--- config.mk ---
export PLATFORM = sky130hd
export DESIGN_NAME = piso_tx_scheduler
export DESIGN_NICKNAME = d
export VERILOG_FILES = /design/src/rtl/piso_tx_scheduler.sv
export SDC_FILE = /design/constraint.sdc
export NUM_CORES = 1
export LEC_CHECK = 0
export CAP_MARGIN = 20
export CORE_ASPECT_RATIO = 1.4
export CORE_MARGIN = 1
export CORE_UTILIZATION = 50
export CTS_BUF_LIST = sky130_fd_sc_hd__clkbuf_8
export CTS_CLUSTER_SIZE = 28
export DETAILED_ROUTE_END_ITERATION = 7
export GPL_ROUTABILITY_DRIVEN = 1
export PLACE_DENSITY = 0.92
export REMOVE_ABC_BUFFERS = 1
export SLEW_MARGIN = 20
export SYNTH_ARGS = -nofsm -noshare
export SYNTH_HDL_FRONTEND = slang
export SYNTH_SLANG_ARGS = --single-unit
--- constraint.sdc ---
create_clock -name clk -period 2.5 [get_ports clk]
set_input_delay 0.5 -clock clk [delete_from_list [all_inputs] [get_ports clk]]
set_output_delay 0.5 -clock clk [all_outputs]
set_load 0.05 [all_outputs]
--- src/rtl/piso_tx_scheduler.sv ---
// -----------------------------------------------------------------------------
// piso_tx_scheduler
//
// Round-robin transmit scheduler that shares one serial output line among NREQ
// byte producers. The winning requester's byte is latched on the grant edge,
// then sent as a frame: one start bit (0), eight data bits MSB first, an
// optional even-parity bit, and one stop bit (1). Each bit lasts CLKS_PER_BIT
// clocks. A new grant can happen on the last stop-bit cycle, so frames can run
// back to back with no idle gap.
//
// Optional feature: define PISO_PARITY_EN to insert an even-parity bit
// (XOR of the 8 latched data bits) between the data bits and the stop bit.
// Without it the frame is 10 bit periods long.
//
// Parameters:
//   NREQ          number of requesters (2..8)
//   CLKS_PER_BIT  clock cycles per serial bit (>=2)
//
// Ports:
//   clk       system clock, rising edge
//   rst_n     asynchronous active-low reset
//   req       per-requester transmit request (level, held until ack)
//   data      byte of requester k on bits [8k+7:8k], sampled on the grant edge
//   ack       one-cycle one-hot pulse: byte of requester k latched
//   grant_id  index of the requester owning the current frame
//   busy      high while a frame is on the line
//   done      one-cycle pulse in the last cycle of the stop bit
//   tx        serial line, idle high
//
// All outputs are registered.
// -----------------------------------------------------------------------------
module piso_tx_scheduler #(
    parameter int NREQ         = 4,
    parameter int CLKS_PER_BIT = 16
) (
    input  logic                    clk,
    input  logic                    rst_n,
    input  logic [NREQ-1:0]         req,
    input  logic [8*NREQ-1:0]       data,
    output logic [NREQ-1:0]         ack,
    output logic [$clog2(NREQ)-1:0] grant_id,
    output logic                    busy,
    output logic                    done,
    output logic                    tx
);

    localparam int IDW = $clog2(NREQ);
    localparam int CW  = $clog2(CLKS_PER_BIT);
    localparam logic [CW-1:0] CNT_MAX = CW'(CLKS_PER_BIT - 1);

    typedef enum logic [2:0] {
        IDLE,
        START,
        DATA,
`ifdef PISO_PARITY_EN
        PARITY,
`endif
        STOP
    } state_t;

    state_t          state_reg, state_next;
    logic [CW-1:0]   cnt_reg, cnt_next;
    logic [2:0]      bit_idx_reg, bit_idx_next;
    logic [7:0]      shreg_reg, shreg_next;
    logic [IDW-1:0]  last_reg, last_next;
    logic [IDW-1:0]  grant_id_reg, grant_id_next;
    logic [NREQ-1:0] ack_reg, ack_next;
    logic            busy_reg, busy_next;
    logic            done_reg, done_next;
    logic            tx_reg, tx_next;

    logic            cnt_last;
    logic            grant;
    logic [IDW-1:0]  win_idx;

    assign cnt_last = (cnt_reg == CNT_MAX);

    // A grant is only allowed when the line is free: in IDLE, or on the final
    // stop-bit cycle so the next frame starts on the very next clock.
    assign grant = (|req) &&
                   ((state_reg == IDLE) || ((state_reg == STOP) && cnt_last));

    // Round-robin winner: candidates are visited from farthest to nearest
    // (relative to last_reg), so the nearest requesting index after last_reg
    // is the final assignment and wins.
    always_comb begin
        win_idx = '0;
        for (int i = NREQ; i >= 1; i--) begin
            if (req[IDW'((int'(last_reg) + i) % NREQ)]) begin
                win_idx = IDW'((int'(last_reg) + i) % NREQ);
            end
        end
    end

    always_comb begin
        state_next    = state_reg;
        cnt_next      = cnt_last ? '0 : cnt_reg + CW'(1);
        bit_idx_next  = bit_idx_reg;
        shreg_next    = shreg_reg;
        last_next     = last_reg;
        grant_id_next = grant_id_reg;
        ack_next      = '0;
        tx_next       = 1'b1;
        busy_next     = 1'b0;
        done_next     = 1'b0;

        case (state_reg)
            IDLE: begin
                cnt_next = '0;
            end
            START: begin
                if (cnt_last) begin
                    state_next   = DATA;
                    bit_idx_next = 3'd7;
                end
            end
            DATA: begin
                if (cnt_last) begin
                    if (bit_idx_reg == 3'd0) begin
`ifdef PISO_PARITY_EN
                        state_next = PARITY;
`else
                        state_next = STOP;
`endif
                    end else begin
                        bit_idx_next = bit_idx_reg - 3'd1;
                    end
                end
            end
`ifdef PISO_PARITY_EN
            PARITY: begin
                if (cnt_last) begin
                    state_next = STOP;
                end
            end
`endif
            STOP: begin
                if (cnt_last) begin
                    state_next = IDLE;
                end
            end
            default: begin
                state_next = IDLE;
                cnt_next   = '0;
            end
        endcase

        // Grant overrides the STOP->IDLE return, giving back-to-back frames.
        if (grant) begin
            state_next    = START;
            cnt_next      = '0;
            shreg_next    = data[{win_idx, 3'b000} +: 8];
            last_next     = win_idx;
            grant_id_next = win_idx;
            ack_next      = NREQ'(1) << win_idx;
        end

        // Outputs are derived from the upcoming state so they can be
        // registered without adding a cycle of latency.
        case (state_next)
            START:   tx_next = 1'b0;
            DATA:    tx_next = shreg_reg[bit_idx_next];
`ifdef PISO_PARITY_EN
            PARITY:  tx_next = ^shreg_reg;
`endif
            default: tx_next = 1'b1;
        endcase
        busy_next = (state_next != IDLE);
        done_next = (state_next == STOP) && (cnt_next == CNT_MAX);
    end

    always_ff @(posedge clk or negedge rst_n) begin
        if (!rst_n) begin
            state_reg    <= IDLE;
            cnt_reg      <= '0;
            bit_idx_reg  <= 3'd7;
            shreg_reg    <= '0;
            last_reg     <= IDW'(NREQ - 1);
            grant_id_reg <= '0;
            ack_reg      <= '0;
            busy_reg     <= 1'b0;
            done_reg     <= 1'b0;
            tx_reg       <= 1'b1;
        end else begin
            state_reg    <= state_next;
            cnt_reg      <= cnt_next;
            bit_idx_reg  <= bit_idx_next;
            shreg_reg    <= shreg_next;
            last_reg     <= last_next;
            grant_id_reg <= grant_id_next;
            ack_reg      <= ack_next;
            busy_reg     <= busy_next;
            done_reg     <= done_next;
            tx_reg       <= tx_next;
        end
    end

    assign ack      = ack_reg;
    assign grant_id = grant_id_reg;
    assign busy     = busy_reg;
    assign done     = done_reg;
    assign tx       = tx_reg;

endmodule
; Yosys cells after proc, flatten, opt, wreduce, memory -nomap -nowiden
; Index checks and enable logic that the tools add are counted.
[classes]
n_addsub = 6
order_cmp = 5
eq_ne = 8
shift = 2
muxes = 33
n_reduce_logical = 9
[ops]
columns = cell, count
row1 = indexed part select 32 x 6 -> 8 bit, 1
row2 = two-way mux 3 bit, 8
row3 = less-than comparator 2 x 4 -> 1 bit (second input constant), 4
row4 = two-way mux 4 bit, 4
row5 = == test 3 x 2 -> 1 bit (second input constant), 4
row6 = case mux 3 bit (4 select lines), 1
row7 = two-way mux 1 bit, 9
row8 = binary-select mux 1 bit (select 2 bit), 4
row9 = == test 4 bit (second input constant), 2
row10 = two-way mux 2 bit, 4
row11 = == test 3 x 1 -> 1 bit (second input constant), 2
row12 = zero test 3 bit, 2
row13 = case mux 3 bit (2 select lines), 1
row14 = adder 2 x 1 -> 2 bit (second input constant), 2
row15 = adder 2 bit (second input constant), 2
row16 = adder 4 x 1 -> 4 bit (second input constant), 1
row17 = less-than comparator 3 x 4 -> 1 bit (second input constant), 1
row18 = OR reduction 4 bit, 1
row19 = left shift 1 x 2 -> 4 bit (first input constant), 1
row20 = binary-select mux 1 bit (select 3 bit), 1
row21 = logical AND 1 bit, 3
row22 = nonzero test 3 bit, 1
row23 = OR reduction 3 bit, 1
row24 = subtractor 3 x 1 -> 3 bit (second input constant), 1
row25 = other kinds (2), 2
[word_totals]
regBits = 29
inputBits = 38
output_inout_bits = 9
elab_cells = 73

; Longest topological paths before layout
; Gate-level depths: netlist of the first run.
[logic_depth]
word_depth = 10
mapped_depth = 8
ltp_nobuf = 8

; Worst setup path after synthesis of the first run
; Ideal clock, no wire load.
[synth_timing]
path_kind = register to register
startpoint = register bit_idx_reg[0]
endpoint = register tx_reg (netlist: tx)
setup_time_ns = 0.095
arrival_time_ns = 1.908
required_time_ns = 2.405
path_slack_ns = 0.498
path_stages_with_launch = 9
path_buffers = 0
synth_period_minus_slack_ns = 2.002
cell_sequence = dfstp_2 -> inv_1 -> ha_1 -> nand2b_1 -> a31oi_2 -> nor3_2 -> mux2_4 -> o2111ai_2 -> o211ai_2
[synth_between]
elab_chain_cells = 7
elab_cells_between_ends = 15
classes_between = add/sub (1) / eq/ne (2) / mux (11) / reduce/logical (1)
[synth_rtl]
columns = item, line_no
row1 = "start, declared", 63  ; logic [2:0] bit_idx_reg, bit_idx_next;
row2 = "start signal, assigned", 187  ; bit_idx_reg <= bit_idx_next;
row3 = subtractor 3 x 1 -> 3 bit / zero test 3 bit (equally long branches), "126, 119"
row4 = two-way mux 3 bit, 119  ; if (bit_idx_reg == 3'd0) begin
row5 = two-way mux 3 bit, 118  ; if (cnt_last) begin
row6 = case mux 3 bit (2 select lines) / case mux 3 bit (4 select lines) (equally long branches), 107  ; case (state_reg)
row7 = binary-select mux 1 bit (select 3 bit) / two-way mux 3 bit (equally long branches), "162, 149"
row8 = "two-way mux 1 bit (implied by the code), or another cell as far along", 162  ; DATA: tx_next = shreg_reg[bit_idx_next];
row9 = case mux 1 bit (2 select lines) *, 160  ; case (state_next)
row10 = named net tx_next, 70  ; logic tx_reg, tx_next;
row11 = "end signal, assigned", 194  ; tx_reg <= tx_next;
row12 = "end, declared", 70
; Mark *: on every way through the listed nets, which the timed path passes. The rest lies on a longest branch. The select of a mux whose other input is x is not followed.
; A chain may end at the register's enable or synchronous reset.

; Worst setup path after layout of the first run
[layout_timing]
startpoint = register cnt_reg[0]
endpoint = register tx_reg (netlist: tx)
[layout_between]
elab_chain_cells = 7
elab_cells_between_ends = 17
classes_between = eq/ne (3) / mux (11) / reduce/logical (3)
[layout_rtl]
columns = item, line_no
row1 = "start, declared", 62  ; logic [CW-1:0] cnt_reg, cnt_next;
row2 = "start signal, assigned", 186  ; cnt_reg <= cnt_next;
row3 = == test 4 bit *, 76  ; assign cnt_last = (cnt_reg == CNT_MAX);
row4 = branches (longest 5 deep; another with two-way mux 3 bit), n/a
row5 = case mux 1 bit (2 select lines) *, 160
row6 = named net tx_next, 70
; Mark *: on every way through the listed nets, which the timed path passes. The select of a mux whose other input is x is not followed.

==> results.toml, run 1 <==
[sta]
period_minus_slack_ps = 2217
setup_tns_ps = 0
slew_headroom = 0.5923
rsz0062_at_grt = "false"
drv_slew = 0
worst_slew_pin_slew_ps = 605.9
finalSetupViolCount = 0
period_share = 0.8869
clock_skew_ps = 5.008
finalHoldViolCount = 0
fmax_mhz = 451.0

[clocking]
cts_tree = "done"
numCtsBuffers = 5
ctsHoldBuffers = 0
cts.sinks = 29
root_buffer = "clkbuf_8"
htreeDepth = 2
path_clk_slew_ps = 60
clock_latency_ps = 280
postCtsSetupBuffers = 0
cts_buffer_depth = 2
cts_resized = 0

[floorplanning]
core_um2 = 3378
die_area_um2 = 3758
ios = 47
start_util = 0.5200
die_w_um = 52.10
fp.dieH_um = 72.14
fp-row-count = 25

[final_layout]
area_growth_pct = 34.33
finish.utilization = 0.6985
largest_reg_flops = 8
nets = 259
drive_gt1_frac = 0.1735
diodes = 0

[routing]
wl_met3_um = 112
routedLengthMet1_um = 1363
top_layer_used = "met4"
totalWireLength_um = 3490
drtPass1Iterations = 4
dr_wl_met2_um = 1957
drc = 0
num_vias = 1414
drt-vias-per-instance = 5.459
detail_route.wl_per_cell_um = 13.47
ant_nets = 0
drt_iter0_drc = 18

[yosys]
avgSynthCellArea_um2 = 10.33
synth_edf_count = 0
synth_seq_cells = 29
ys_async_sr_fraction = 1.000
yosysUniqueCellTypes = 50
synth_area_leaders = "dfrtp_1, mux2i_1, dfstp_2, mux2_2, nand2_1"
synth_top_area_share = 0.3276
ys_warn_count = 0
ys_seq_area_frac = 0.4174
synthFlopType = "dfrtp_1"
yosys.cell_count.top_type = "dfrtp_1"
synthesis.instances = 170
syn_area_um2 = 1757
synth_common_cells = "dfrtp_1, nand2_1, mux2i_1"
post-synth-top-area-cell = "dfrtp_1"

[global_route]
antenna_found_initial = 0
overflow = 0
grt_pass1_wl_um = 6044
grt_util_all_layers = 0.2211
grt_pass1_vias = 1419
grt_max_degree = 30

[pwr]
p_seq_frac = 0.377
pwr-share-comb = 0.315
swShare = 0.2904
power_density_nw_per_um2 = 671.3
leakagePower_nw = 1.056
ir_drop_mv = 0.6101
p_clk_frac = 0.308
p_switching_w = 0.0004600
p_int_w = 0.001124

[place]
dp_hpwl_um = 2636
io_buffers = 46
routabilityCongestion = 0.7776

[outcome]
outcome = "finished clean"

[flow_run]
cap_violations = 0

[critical_path]
crit_required_ps = 2680
cp-end-kind = "flop"
worstPathMaxFanout = 5
setup.worst_path.start_class = "flop"
critPathKind = "flop to flop"
critical_path_arrival_ps = 2400
r2r_cells = 7

[min_path]
min_path_type = "flop to flop"
hold_depth = 2
-- layout make-up --
class | instances | area, um2
well taps | 40 | 50.05
clock buffers | 6 | 82.58
flip-flops and latches | 29 | 733.2
repair buffers | 49 | 495.5
multi-input cells | 127 | 942.2
fillers | 249 | 1018
clock inverters | 2 | 33.78
inverters | 6 | 22.52
-- placed cells by master (no fill, tap or decap), drive strengths merged, types with 7 or more instances in the layout --
cell           synthesis  final
clkdlybuf4s50          0     46
nor3                   7      7
mux2i                 19     19
nand2                 20     20
inv                    6      7
mux2                   9      9
nor2                   8      8
dfrtp                 23     23
o21ai                 11     11
-- power groups by stage --
stage	Clock [W]	Sequential [W]	Combinational, W
floorplan	0	0.000655	0.000265
global placement	0	0.000602	0.000489
detailed placement	0	0.000605	0.000498
CTS	0.000498	0.000598	0.000503
global route	0.000519	0.000608	0.000540
finish	0.000488	0.000598	0.000498
-- metrics by stage --
step           setup slack [ps]  hold WS (ps)  area (um2)  cells  total power [W]
2_1_floorplan             47.16         204.4        1690    162        0.0009196
3_3_place_gp              223.8         463.7        2243    251         0.001091
3_5_place_dp              186.9         472.3        2243    251         0.001103
4_1_cts                   261.3         487.3        2360    259         0.001599
5_1_grt                   98.02         519.0        2360    259         0.001666
6_report                  282.8         482.6        2360    259         0.001584
-- logic make-up after synthesis --
group	count (synthesis)	synth area share
buffers and inverters	14	0.05057
adders and majority gates	3	0.02137
AOI/OAI and AO/OA	31	0.1268
DFF	29	0.4174
muxes	28	0.1681
and+or+nand+nor	60	0.1937
xor gates and xnor gates	4	0.01995
other	1	0.002135
-- critical path, stage by stage (launching register included) --
cell       delay, ps
dfrtp_1          410
ha_1             280
and4_1           310
a31oi_2          170
nor3_2           320
mux2_4           340
o2111ai_2        170
o211ai_2         110
-- routing by layer --
layer / global-route usage / up-vias
met2: 0.3932 / 31
met1: 0.2374 / 680
met5: 0 / -
met4: 0.09610 / 0
met3: 0.06080 / 6
li1: - / 697
-- final timing paths --
| kind | startpoint | end | slack, ps |
|---|---|---|---|
| hold reg to reg | shreg_reg[3] | shreg_reg[3] | 480 |
| setup / recovery | cnt_reg[0] | tx | 280 |
| min in group asynchronous | rst_n | shreg_reg[7] | 610 |
| max in group asynchronous | rst_n | tx | 1580 |
| setup reg to reg | cnt_reg[0] | tx | 280 |
| hold / removal | shreg_reg[3] | shreg_reg[3] | 480 |
(Power assumes the default switching activity.)
==> inputs of run 2 (changes only) <==
==> constraint.sdc (replaced) <==
create_clock -name clk -period 2.5 [get_ports clk]
set_input_delay 0.25 -clock clk [delete_from_list [all_inputs] [get_ports clk]]
set_output_delay 0.25 -clock clk [all_outputs]
set_load 0.05 [all_outputs]
==> run 2 against run 1 <==
  * Via count is 1.9% higher
  * Count of clock-buffer cells in the layout grew 1
  * Sequential share of layout area rose by 0.27 points
  * Cell count is 0.39% higher
  * Worst setup slack gained 29 ps
  * Die area did not move
  * Largest power group unchanged
  * Highest routed layer unchanged
  * Critical path depth rose by 1
  * Flip-flop and latch count stayed put
==> results.toml, run 2 (synthesis gave the netlist of run 1 again) <==
[pwr]
p_clk_frac = 0.278
pwr-share-comb = 0.325
ir_drop_mv = 0.5452
p_int_w = 0.001046
swShare = 0.3081
p_switching_w = 0.0004656
p_seq_frac = 0.396
leakagePower_nw = 1.047
power_density_nw_per_um2 = 645.8

[floorplanning]
start_util = 0.5200
fp.dieH_um = 72.14
die_area_um2 = 3758
core_um2 = 3378
ios = 47
fp-row-count = 25
die_w_um = 52.10

[final_layout]
regArea_um2 = 733.2
drive_gt1_frac = 0.1818
area_growth_pct = 33.19
nets = 260
mostFrequentLayoutCell = "clkdlybuf4s50_1"
diodes = 0
multi_input_comb_area_um2 = 942.2
mostFrequentLayoutCells = "clkdlybuf4s50_1, dfrtp_1, nand2_1"
num-fill-cells = 258
largest_reg_flops = 8
fin_cells = 260

[place]
placedCellCount = 252
routabilityCongestion = 0.7950
dp_hpwl_um = 2810
io_buffers = 46

[routing]
drtPass1Iterations = 4
drt_iter0_drc = 18
drt-vias-per-instance = 5.542
num_vias = 1441
ant_nets = 0
totalWireLength_um = 3626
detail_route.wl_per_cell_um = 13.95
drc = 0

[clocking]
ctsHoldBuffers = 0
path_clk_slew_ps = 60
clock_latency_ps = 280
cts_buffer_depth = 2
numCtsBuffers = 5
cts.sinks = 29
cts_resized = 0
root_buffer = "clkbuf_8"
postCtsSetupBuffers = 0
cts_tree = "done"
htreeDepth = 2

[global_route]
antenna_found_initial = 0
grt_max_degree = 30
grt_pass1_vias = 1470
grt_util_all_layers = 0.2217
overflow = 0
grt_pass1_wl_um = 6189

[critical_path]
cp_slowest_cell = "dfstp_2"
rrSetupSlack_ps = 310
critPathKind = "flop to flop"
worstPathMaxFanout = 4
cp-end-kind = "flop"
r2r_cells = 8
cp_num_buf_inv = 1
setup.worst_path.start_class = "flop"
crit_required_ps = 2690
worst_r2r_endpoint = "tx"
slowest_delay_ps = 550
crit_chain = "inv_1, ha_1, nand2b_1, a31oi_2, nor3_2, mux2_4, o2111ai_2, o211ai_2"
path_delay_family = "flip-flops"
regToRegStartpoint = "bit_idx_reg[0]"
critical_path_arrival_ps = 2380

[sta]
period_share = 0.8754
worst_slew_pin_slew_ps = 631.7
setup_tns_ps = 0
finalSetupViolCount = 0
fmax_mhz = 456.9
clock_skew_ps = 4.731
rsz0062_at_grt = "false"
drv_slew = 0
finalHoldViolCount = 0
slew_headroom = 0.5750
period_minus_slack_ps = 2188

[min_path]
min_path_type = "input port to asynchronous set/reset pin"

[flow_run]
cap_violations = 0

[outcome]
outcome = "finished clean"
==> run 2: cell count changes in the layout (fill, tap and decap cells not counted), sizes merged <==
cell,change
inv,-1
clkinv,+1
bufinv,-1
clkbuf,+1
buf,+1
==> run 2: stage by stage <==
| stage | power [W] | utilization | cell area, um2 | hold slack (ps) | setup WS [ps] |
|---|---|---|---|---|---|
| after floorplan | 0.0009196 | - | 1690 | -45.59 | 56.62 |
| after global placement | 0.001085 | 0.6626 | 2238 | 465.9 | 371.1 |
| after detailed placement | 0.001103 | 0.6626 | 2238 | 486.9 | 272.5 |
| after CTS | 0.001523 | 0.6926 | 2340 | 359.2 | 314.0 |
| after global routing | 0.001583 | 0.6926 | 2340 | 389.0 | 176.5 |
| final | 0.001511 | 0.6926 | 2340 | 347.5 | 311.6 |
==> run 2: worst register-to-register path, stage by stage, from the launching register on <==
cell and delay [ps]:
dfstp_2 550, inv_1 80, ha_1 230, nand2b_1 140, a31oi_2 160, nor3_2 300, mux2_4 330, o2111ai_2 180
o211ai_2 110
==> run 2: metal layers <==
layer  up-vias  GRT usage  share of wire
met3         8    0.03774          0.036
met5         -          0              0
met4         0     0.1171          0.016
met2        42     0.3932           0.58
li1        700          -              -
met1       691     0.2449           0.37
==> run 2: cell type report <==
class	instances	area share
multi-input cells	127	0.4027
flip-flops and latches	29	0.3134
repair buffers	50	0.2096
clock buffers	7	0.04118
well taps	40	0.02139
inverters	6	0.009626
clock inverters	1	0.002139
==> run 2: worst max-delay path by stage <==
stage,startpoint,endpoint,cells after the start
2_1_floorplan,last_reg[0],shreg_reg[0],6
3_3_place_gp,req[1],shreg_reg[2],8
3_5_place_dp,req[1],shreg_reg[6],8
4_1_cts,bit_idx_reg[0],tx,8
5_1_grt,cnt_reg[0],tx,7
6_report,bit_idx_reg[0],tx,8
==> run 2: power groups by stage <==
| stage | logic (W) | clock network (W) | registers [W] |
|---|---|---|---|
| global placement | 0.000481 | 0 | 0.000604 |
| CTS | 0.000499 | 0.000425 | 0.000599 |
| floorplan | 0.000265 | 0 | 0.000655 |
| detailed placement | 0.000497 | 0 | 0.000606 |
| finish | 0.000491 | 0.000421 | 0.000599 |
| global route | 0.000536 | 0.000439 | 0.000608 |
==> inputs of run 3 (changes only) <==
--- a/config.mk
+++ b/config.mk
@@ -8,13 +8,15 @@
 export CAP_MARGIN = 20
 export CORE_ASPECT_RATIO = 1.4
 export CORE_MARGIN = 1
-export CORE_UTILIZATION = 50
+export CORE_UTILIZATION = 45
 export CTS_BUF_LIST = sky130_fd_sc_hd__clkbuf_8
 export CTS_CLUSTER_SIZE = 28
 export DETAILED_ROUTE_END_ITERATION = 7
+export DONT_BUFFER_PORTS = 1
 export GPL_ROUTABILITY_DRIVEN = 1
-export PLACE_DENSITY = 0.92
+export PLACE_DENSITY = 0.7
 export REMOVE_ABC_BUFFERS = 1
+export SKIP_CTS_REPAIR_TIMING = 1
 export SLEW_MARGIN = 20
 export SYNTH_ARGS = -nofsm -noshare
 export SYNTH_HDL_FRONTEND = slang
==> run 3 against run 2 <==
  * Hold slack lost 44 ps
  * Sequential power up 11%
  * Critical path depth decreased by 1
  * First-iteration DRC count down 78%
  * Flip-flop and latch count unchanged
  * Core utilization down 17 points
  * Worst setup slack got worse by 5.3 ps
  * Sequential share of layout area rose by 6.9 points
  * Die area increased by 11%
  * Critical path type unchanged
==> results.toml, run 3 (synthesis gave the netlist of run 1 again) <==
[critical_path]
r2r_cells = 7
worst_r2r_endpoint = "tx"
worstPathMaxFanout = 5
endpoint = "tx"
critPathKind = "flop to flop"
slowest_delay_ps = 400
crit_chain = "ha_1, and4_1, a31oi_2, nor3_2, mux2_4, o2111ai_2, o211ai_2"
regToRegStartpoint = "cnt_reg[0]"
rrSetupSlack_ps = 310
critical_path_arrival_ps = 2390
crit_required_ps = 2690
critPathLaunch = "cnt_reg[0]"
setup.worst_path.start_class = "flop"
cp_slowest_cell = "dfrtp_1"
cp-end-kind = "flop"

[clocking]
cts_tree = "done"
numCtsBuffers = 5
htreeDepth = 2
root_buffer = "clkbuf_8"
clock_latency_ps = 280
path_clk_slew_ps = 60
cts.sinks = 29
cts_buffer_depth = 2

[routing]
totalWireLength_um = 3179
detail_route.wl_per_cell_um = 14.72
drt_iter0_drc = 4
num_vias = 1264
drc = 0
top_layer_used = "met4"
drtPass1Iterations = 4
drt-vias-per-instance = 5.852
wl_met3_um = 106
ant_nets = 0
dr_wl_met2_um = 1661
routedLengthMet1_um = 1347

[final_layout]
regArea_um2 = 733.2
mostFrequentLayoutCell = "dfrtp_1"
mostFrequentLayoutCells = "dfrtp_1, nand2_1, mux2i_1"
drive_gt1_frac = 0.2241
num-fill-cells = 349
area_growth_pct = 9.046
nets = 214
diodes = 0
multi_input_comb_area_um2 = 942.2
largest_reg_flops = 8

[sta]
clock_skew_ps = 5.956
setup_tns_ps = 0
drv_slew = 0
finalHoldViolCount = 0
period_share = 0.8775
timing.hold.ws_ps = 303.0
slew_headroom = 0.5788
setup_slack_ps = 306.3
rsz0062_at_grt = "false"
period_minus_slack_ps = 2194
worst_slew_pin_slew_ps = 626.1
fmax_mhz = 455.8
finalSetupViolCount = 0

[pwr]
power_density_nw_per_um2 = 778.2
leakagePower_nw = 0.8771
ir_drop_mv = 0.4695
finalPower_w = 0.001491

[floorplanning]
start_util = 0.4779
core_um2 = 3676
die_area_um2 = 4161
fp.dieH_um = 75.93
ios = 47
fp-row-count = 26
die_w_um = 54.81

[global_route]
grt_util_all_layers = 0.1844
grt_pass1_wl_um = 5561
grt_pass1_vias = 1303
overflow = 0
antenna_found_initial = 0
grt_max_degree = 30

[place]
routabilityCongestion = 0.8289
place_ws_ps = 309.3
io_buffers = 0
dp_hpwl_um = 2414

[flow_run]
cap_violations = 0

[outcome]
outcome = "finished clean"

[min_path]
min_path_type = "input port to flop"
==> run 3: layer usage <==
metal	vias up	GRT usage
met1	623	0.2090
met5	-	0
met3	6	0.06024
met4	0	0.07692
met2	26	0.3012
li1	609	-
==> run 3: worst min-delay path by stage <==
stage / startpoint / to / slack, ps / cells past startpoint
3_5_place_dp: rst_n / state_reg[0] / -40 / 0
3_3_place_gp: rst_n / busy / -40 / 0
2_1_floorplan: rst_n / ack[0] / -50 / 0
4_1_cts: rst_n / state_reg[0] / -350 / 0
6_report: data[4] / shreg_reg[4] / 300 / 3
5_1_grt: data[10] / shreg_reg[2] / 300 / 3
==> run 3: critical path, delay by kind of cell, from the launching register on <==
kind                     cells  cell delay [ps]
adder cells (fa/ha/maj)      1              280
AND/OR/NAND/NOR              2              630
AO/OA/AOI/OAI                3              450
flip-flops                   1              400
multiplexers                 1              340
==> run 3: area by class of cell <==
type | instances | area share
multi-input cells | 127 | 0.4918
flip-flops and latches | 29 | 0.3828
clock buffers | 6 | 0.04311
well taps | 42 | 0.02743
repair buffers | 4 | 0.02351
clock inverters | 2 | 0.01960
inverters | 6 | 0.01176
==> run 3: stage by stage <==
step | util | std cells | cell area, um2
finish | 0.5211 | 216 | 1916
global route | 0.5211 | 216 | 1916
CTS | 0.5129 | 214 | 1886
detailed placement | 0.4803 | 206 | 1765
global placement | 0.4803 | 206 | 1765
floorplan | - | 162 | 1690
==> run 3: power by group <==
part           switching [W]  internal [W]
Combinational       0.000154      0.000170
Sequential          0.000118      0.000546
Clock               0.000179      0.000324
Total               0.000451       0.00104
